File: src/rtl/multi_ch_edge_det.sv
// -----------------------------------------------------------------------------
// multi_ch_edge_det
//
// Multi-channel edge detector and event capture. Each channel runs its input
// through a glitch filter, turns accepted level transitions into a one-cycle
// event pulse (qualified by a per-channel edge mode), and records events in a
// sticky flag and a saturating event counter. any_evt summarises all flags for
// an interrupt-style consumer.
//
// Optional feature macro: EDGE_DET_SYNC_EN
//   defined     : SYNC_STAGES-deep synchroniser per channel ahead of the
//                 filter, so sig_in may be asynchronous to clk.
//   not defined : sig_in feeds the filter directly and must be synchronous
//                 to clk; SYNC_STAGES has no effect.
//
// Parameters
//   NUM_CH       number of channels (>=1)
//   FILT_CYC     samples a new level must hold before it is accepted
//                (0 or 1 disables filtering)
//   CNT_W        width of each per-channel event counter (>=1)
//   SYNC_STAGES  synchroniser depth (>=2), only with EDGE_DET_SYNC_EN
//
// Ports
//   clk       in   single clock, all logic on posedge
//   rst       in   synchronous active-high reset
//   sig_in    in   [NUM_CH]        raw input levels
//   mode      in   [2*NUM_CH]      ch i = mode[2i+1:2i]: 00 off, 01 rise,
//                                  10 fall, 11 both
//   clr_flag  in   [NUM_CH]        level clear of flag and counter
//   pulse     out  [NUM_CH]        registered one-cycle event pulse
//   flag      out  [NUM_CH]        sticky event flag
//   evt_cnt   out  [NUM_CH*CNT_W]  saturating counters, ch i at [i*CNT_W +: CNT_W]
//   any_evt   out                  OR of all flags
// -----------------------------------------------------------------------------
module multi_ch_edge_det #(
    parameter int NUM_CH      = 8,
    parameter int FILT_CYC    = 4,
    parameter int CNT_W       = 8,
    parameter int SYNC_STAGES = 2
) (
    input  logic                      clk,
    input  logic                      rst,
    input  logic [NUM_CH-1:0]         sig_in,
    input  logic [2*NUM_CH-1:0]       mode,
    input  logic [NUM_CH-1:0]         clr_flag,
    output logic [NUM_CH-1:0]         pulse,
    output logic [NUM_CH-1:0]         flag,
    output logic [NUM_CH*CNT_W-1:0]   evt_cnt,
    output logic                      any_evt
);

    // Synchroniser depth actually built; 0 means the input is used directly.
`ifdef EDGE_DET_SYNC_EN
    localparam int SYNC_DEPTH = (SYNC_STAGES < 2) ? 2 : SYNC_STAGES;
`else
    localparam int SYNC_DEPTH = 0;
`endif

    // Filter counter only needs to reach FILT_CYC-1.
    localparam int              FW        = (FILT_CYC > 2) ? $clog2(FILT_CYC) : 1;
    localparam logic [FW-1:0]   FILT_LAST = FW'((FILT_CYC > 1) ? FILT_CYC - 1 : 0);
    localparam logic [CNT_W-1:0] CNT_MAX  = '1;

    logic [NUM_CH-1:0] s_in;

    // ------------------------------------------------------------------------
    // Input synchroniser (optional)
    // ------------------------------------------------------------------------
    if (SYNC_DEPTH > 0) begin : g_sync
        logic [NUM_CH-1:0] sync_q [SYNC_DEPTH];
        logic [NUM_CH-1:0] sync_d [SYNC_DEPTH];

        always_comb begin
            sync_d[0] = sig_in;
            for (int k = 1; k < SYNC_DEPTH; k++) begin
                sync_d[k] = sync_q[k-1];
            end
        end

        always_ff @(posedge clk) begin
            if (rst) begin
                for (int k = 0; k < SYNC_DEPTH; k++) begin
                    sync_q[k] <= '0;
                end
            end else begin
                for (int k = 0; k < SYNC_DEPTH; k++) begin
                    sync_q[k] <= sync_d[k];
                end
            end
        end

        assign s_in = sync_q[SYNC_DEPTH-1];
    end else begin : g_nosync
        assign s_in = sig_in;
    end

    // ------------------------------------------------------------------------
    // Per-channel filter, event qualification, flag and counter
    // ------------------------------------------------------------------------
    logic [FW-1:0]     filt_cnt_q [NUM_CH];
    logic [FW-1:0]     filt_cnt_d [NUM_CH];
    logic [NUM_CH-1:0] lvl_q;
    logic [NUM_CH-1:0] lvl_d;
    logic [NUM_CH-1:0] pulse_q;
    logic [NUM_CH-1:0] pulse_d;
    logic [NUM_CH-1:0] flag_q;
    logic [NUM_CH-1:0] flag_d;
    logic [CNT_W-1:0]  cnt_q [NUM_CH];
    logic [CNT_W-1:0]  cnt_d [NUM_CH];
    logic [NUM_CH-1:0] evt;

    always_comb begin
        lvl_d   = lvl_q;
        pulse_d = '0;
        flag_d  = flag_q;
        evt     = '0;
        for (int i = 0; i < NUM_CH; i++) begin
            filt_cnt_d[i] = filt_cnt_q[i];
            cnt_d[i]      = cnt_q[i];
        end

        for (int i = 0; i < NUM_CH; i++) begin
            // Filtered level f only moves after FILT_CYC consecutive
            // samples that disagree with it; any agreeing sample restarts.
            if (FILT_CYC <= 1) begin
                lvl_d[i]      = s_in[i];
                filt_cnt_d[i] = '0;
            end else if (s_in[i] == lvl_q[i]) begin
                filt_cnt_d[i] = '0;
            end else if (filt_cnt_q[i] == FILT_LAST) begin
                lvl_d[i]      = s_in[i];
                filt_cnt_d[i] = '0;
            end else begin
                filt_cnt_d[i] = filt_cnt_q[i] + FW'(1);
            end

            // Events come only from f transitions; mode just gates them.
            evt[i] = ( lvl_d[i] & ~lvl_q[i] & mode[2*i])
                   | (~lvl_d[i] &  lvl_q[i] & mode[2*i+1]);

            pulse_d[i] = evt[i];

            // A coincident event wins over a clear.
            flag_d[i] = evt[i] | (flag_q[i] & ~clr_flag[i]);

            if (clr_flag[i]) begin
                cnt_d[i] = evt[i] ? CNT_W'(1) : '0;
            end else if (evt[i] && (cnt_q[i] != CNT_MAX)) begin
                cnt_d[i] = cnt_q[i] + CNT_W'(1);
            end
        end
    end

    always_ff @(posedge clk) begin
        if (rst) begin
            lvl_q   <= '0;
            pulse_q <= '0;
            flag_q  <= '0;
            for (int i = 0; i < NUM_CH; i++) begin
                filt_cnt_q[i] <= '0;
                cnt_q[i]      <= '0;
            end
        end else begin
            lvl_q   <= lvl_d;
            pulse_q <= pulse_d;
            flag_q  <= flag_d;
            for (int i = 0; i < NUM_CH; i++) begin
                filt_cnt_q[i] <= filt_cnt_d[i];
                cnt_q[i]      <= cnt_d[i];
            end
        end
    end

    // ------------------------------------------------------------------------
    // Outputs
    // ------------------------------------------------------------------------
    always_comb begin
        evt_cnt = '0;
        for (int i = 0; i < NUM_CH; i++) begin
            evt_cnt[i*CNT_W +: CNT_W] = cnt_q[i];
        end
    end

    assign pulse   = pulse_q;
    assign flag    = flag_q;
    assign any_evt = |flag_q;

endmodule

File: config.mk
export PLATFORM = sky130hd
export DESIGN_NAME = multi_ch_edge_det
export DESIGN_NICKNAME = d
export VERILOG_FILES = /design/src/rtl/multi_ch_edge_det.sv
export SDC_FILE = /design/constraint.sdc
export NUM_CORES = 1
export LEC_CHECK = 0
export BUFFER_PORTS_ARGS = -buffer_cell sky130_fd_sc_hd__buf_2
export CORE_ASPECT_RATIO = 1.25
export CORE_UTILIZATION = 54
export DETAILED_ROUTE_END_ITERATION = 8
export GPL_TIMING_DRIVEN = 0
export PLACE_DENSITY = 0.8
export SLEW_MARGIN = 25
export SYNTH_ARGS = -nofsm -noshare
export SYNTH_HDL_FRONTEND = slang
export SYNTH_SLANG_ARGS = --single-unit
File: constraint.sdc
create_clock -name clk -period 1.9 [get_ports clk]
set_input_delay 0.38 -clock clk [delete_from_list [all_inputs] [get_ports clk]]
set_output_delay 0.38 -clock clk [all_outputs]
set_load 0.05 [all_outputs]
==> summary.md <==
| Metric | Value |
|---|---|
| Mapped Area | 4900 um^2 |
| Longest Clk Path Bufs | 2 |
| FF-to-FF setup slack | 120 ps |
| CTS Buf Count | 9 |
| Yosys reg bits | 104 |
| Crit path launch type | flop |
| Placement Rows | 38 |
| Post-route insts no fill | 814 |
| Worst-path maximum fanout | 8 |
| FF-to-FF End | cnt_q[0][44] |
| Leakage | approximately 2.4 nW |
| Inst Count DP | 798 |
| Vias per cell | 5.90 |
| Final worst slack | between 100 and 150 ps |
| Worst-margin pin slew | 744 ps |
| Gr ovfl total | 0 |
| Rel. slew slack | 50.4% |
| Warnings from Yosys | 0 |
| Die Ht | 109 um |
| Max_cap viols | 0 |
| Drt first pass iters | 5 |
| Most common cell after layout, fill and taps aside | buf_2 |
| Outcome | completed |
| TritonCTS clock tree | done |
| F_max | 0.563 GHz |
| ANT cells | 0 |
| Synth cell types | 49 |
| Post-Place Setup Slack | -53.8 ps |
| Fin crit share | 93.5% |
| Post-Syn Nets | 614 |
| DR WL/cell | 14.5 um |
| Ys flop type | dfxtp_1 |
| Largest net degree at the start of global routing | 17 |
| Synth area leaders | dfxtp_1 42%, a21oi_1 6.4%, nor2_1 4.4%, ha_1 4.1%, o21ai_0 2.8% |
| Ports | 115 |
| Crit Path Class | flop to flop |
| Buffers on Ports | around 110 |
| Final Setup Violations | 0 |
| Max-slew violations | 0 |
| Drt initial violations | 241 |
| WP data required | 2210 ps |
| Clock latency on the worst-skew pair | 370 ps |
| HP Class | input port to flop |
| Post-synth top area cell | dfxtp_1 |
| Routability Congestion | 0.882 |
| Detail Placement HPWL | 8.71 mm |
| Initial Util | 56.0% |
| Drc violations | 0 |
| Clock tree sinks | 104 |
| Power Density | 698 nW/um^2 |
| Core Area | 8750 um^2 |
| Vias | 4804 |
| Most frequent cells in the layout | 116 x buf_2, 102 x dfxtp_1, 63 x a21oi_1 |
| Initial antenna violation count | 0 |
| # Post-CTS Setup Buffers | 0 |
| Register area share after synthesis | 42.5% |
| Reg2reg path depth | 6 |
| RR Startpoint | filt_cnt_q[1][2] |
| RSZ-0062 raised after global routing | false |
| Arrival time at the worst endpoint | 2080 ps |
| Global-route wire length before repair | ~19 mm |
| Hold wc startpoint | sig_in[4] |
| Hold Path Stages | 3 |
| Hold_buf cts | 0 |
| Layout Skew | 14.5 ps |
| Syn-to-layout area delta | 20.3% |
| Clock Root Buffer | clkbuf_8 |
| Post-synth top area share | a little over two fifths |
| EDFF count, synth | 0 |
| Antenna Nets Post-Route | 0 |
| CTS HTree Levels | 3 |
| Chip width | a little under 90 um |
| Nets | 739 |
| Post-Route WL | 11.8 mm |
| Die Area | around 9500 um^2 |
| Syn avg cell area | 8.69 um^2 |
| Vias in the first global route | 4277 |
| Gate Count Post-Synth | 564 |
| Post-route setup TNS | 0 ps |
| Layout cell share with drive strength beyond 1 | between 20 and 25% |
| Worst setup EP type | flop |
| Fin crit period | 1780 ps |
| Hold path endpoint | lvl_q[4] |
| Final Hold Vio Count | 0 |
| Synth async-reset ratio | 0% |
| GRT Total Usage | 25.6% |
| Peak VDD IR | between 400 and 500 uV |
| Worst-path clk slew | 100 ps |
metrics by stage:
stage / hold WS, ps / total power [mW] / area, um^2 / utilization (%)
2_1_floorplan: 397 / 2.35 / 4900 / -
3_3_place_gp: 404 / 2.42 / 5630 / 64.3
3_5_place_dp: 410 / 2.43 / 5630 / 64.3
4_1_cts: 270 / 4.14 / 5890 / 67.3
5_1_grt: 289 / 4.25 / 5900 / 67.4
6_report: 279 / 4.11 / 5900 / 67.4
where the power goes:
group | total (mW) | switching (mW) | internal, mW
Clock | 1.73 | 0.749 | 0.986
Combinational | 0.171 | 0.102 | 0.0689
Sequential | 2.21 | 0.00995 | 2.20
worst max-delay path: stages (launching register included):
cell and delay (ps):
dfxtp_1 350, ha_1 230, nand4b_1 170, and2_1 210
buf_6 130, or4_1 490, a21oi_1 140
cells by family (layout without fill, tap and decap cells):
kind of cell               after synthesis  count (layout)  share of synthesized area [%]
AOI/OAI and AO/OA                      160             160                           20.4
xor gates and xnor gates                 5               5                          0.893
and+or+nand+nor                        234             234                           26.8
muxes                                   11              11                           2.27
buffers and inverters                   34             164                           3.11
adders and majority gates               16              16                           4.08
DFF                                    104             104                           42.5
per-layer routing:
metal | track usage [%] | routed length [um]
met1 | 29.5 | 5030
met5 | 0 | 0
met2 | 44.5 | 5760
met3 | 5.95 | 723
met4 | 11.7 | 314
how the worst max path moves through the flow:
stage,to,from,depth (start not counted),slack [ps]
floorplan,cnt_q[0][15],cnt_q[0][8],5,110
global placement,pulse[4],rst,4,-20
detailed placement,lvl_q[6],rst,4,-50
CTS,any_evt,flag[4],3,70
global route,cnt_q[0][23],filt_cnt_q[0][4],6,10
finish,cnt_q[0][44],filt_cnt_q[1][2],6,120
cells in the mapped netlist, types with 2 or more instances:
cell type  instances
buf_6              3
nor3_1            12
a41oi_1            4
nand4b_1          10
nand2_1           24
a31o_2             3
nor4_1             8
or2_2              8
o2111ai_1          5
dfxtp_1          104
xnor2_1            5
a31oi_1           11
nand3_1           20
nand4_1           14
mux2i_1           10
clkbuf_1          15
buf_2              2
and4_1             6
nor2_1            57
and4b_1            4
o21ai_0           27
and2_4             2
nand2b_1          10
o21bai_1           3
a21boi_0           5
or3_1             10
nand3b_1           7
inv_1             10
a211oi_1           9
o211a_1            2
and3_1             8
or3b_2             2
buf_1              4
a21oi_1           63
or4_1             12
ha_1              16
and2_1             7
a311oi_1          10
nor2b_1           11
o31ai_1           12
repair_timing:
item                       in CTS  in global routing
hold endpoints to repair        0                  0
setup endpoints to repair       0                  1
resized for setup               0                  1
layout make-up:
| class | count | area, um^2 |
|---|---|---|
| Sequential cell | 104 | 2080 |
| Tap cell | 120 | 150 |
| Buffer | 24 | 115 |
| Clock buffer | 12 | 165 |
| Clock inverter | 4 | 98.8 |
| Inverter | 10 | 37.5 |
| Timing Repair Buffer | 114 | 571 |
| Multi-Input combinational cell | 426 | 2670 |
| Fill cell | 747 | 2850 |
sequential cells by signal (all words and copies together), names as in the netlist:
name / count
lvl_q: 8
filt_cnt_q: 16
pulse: 8
cnt_q: 64
flag: 8
No activity file was read; power rests on OpenSTA's default activity.
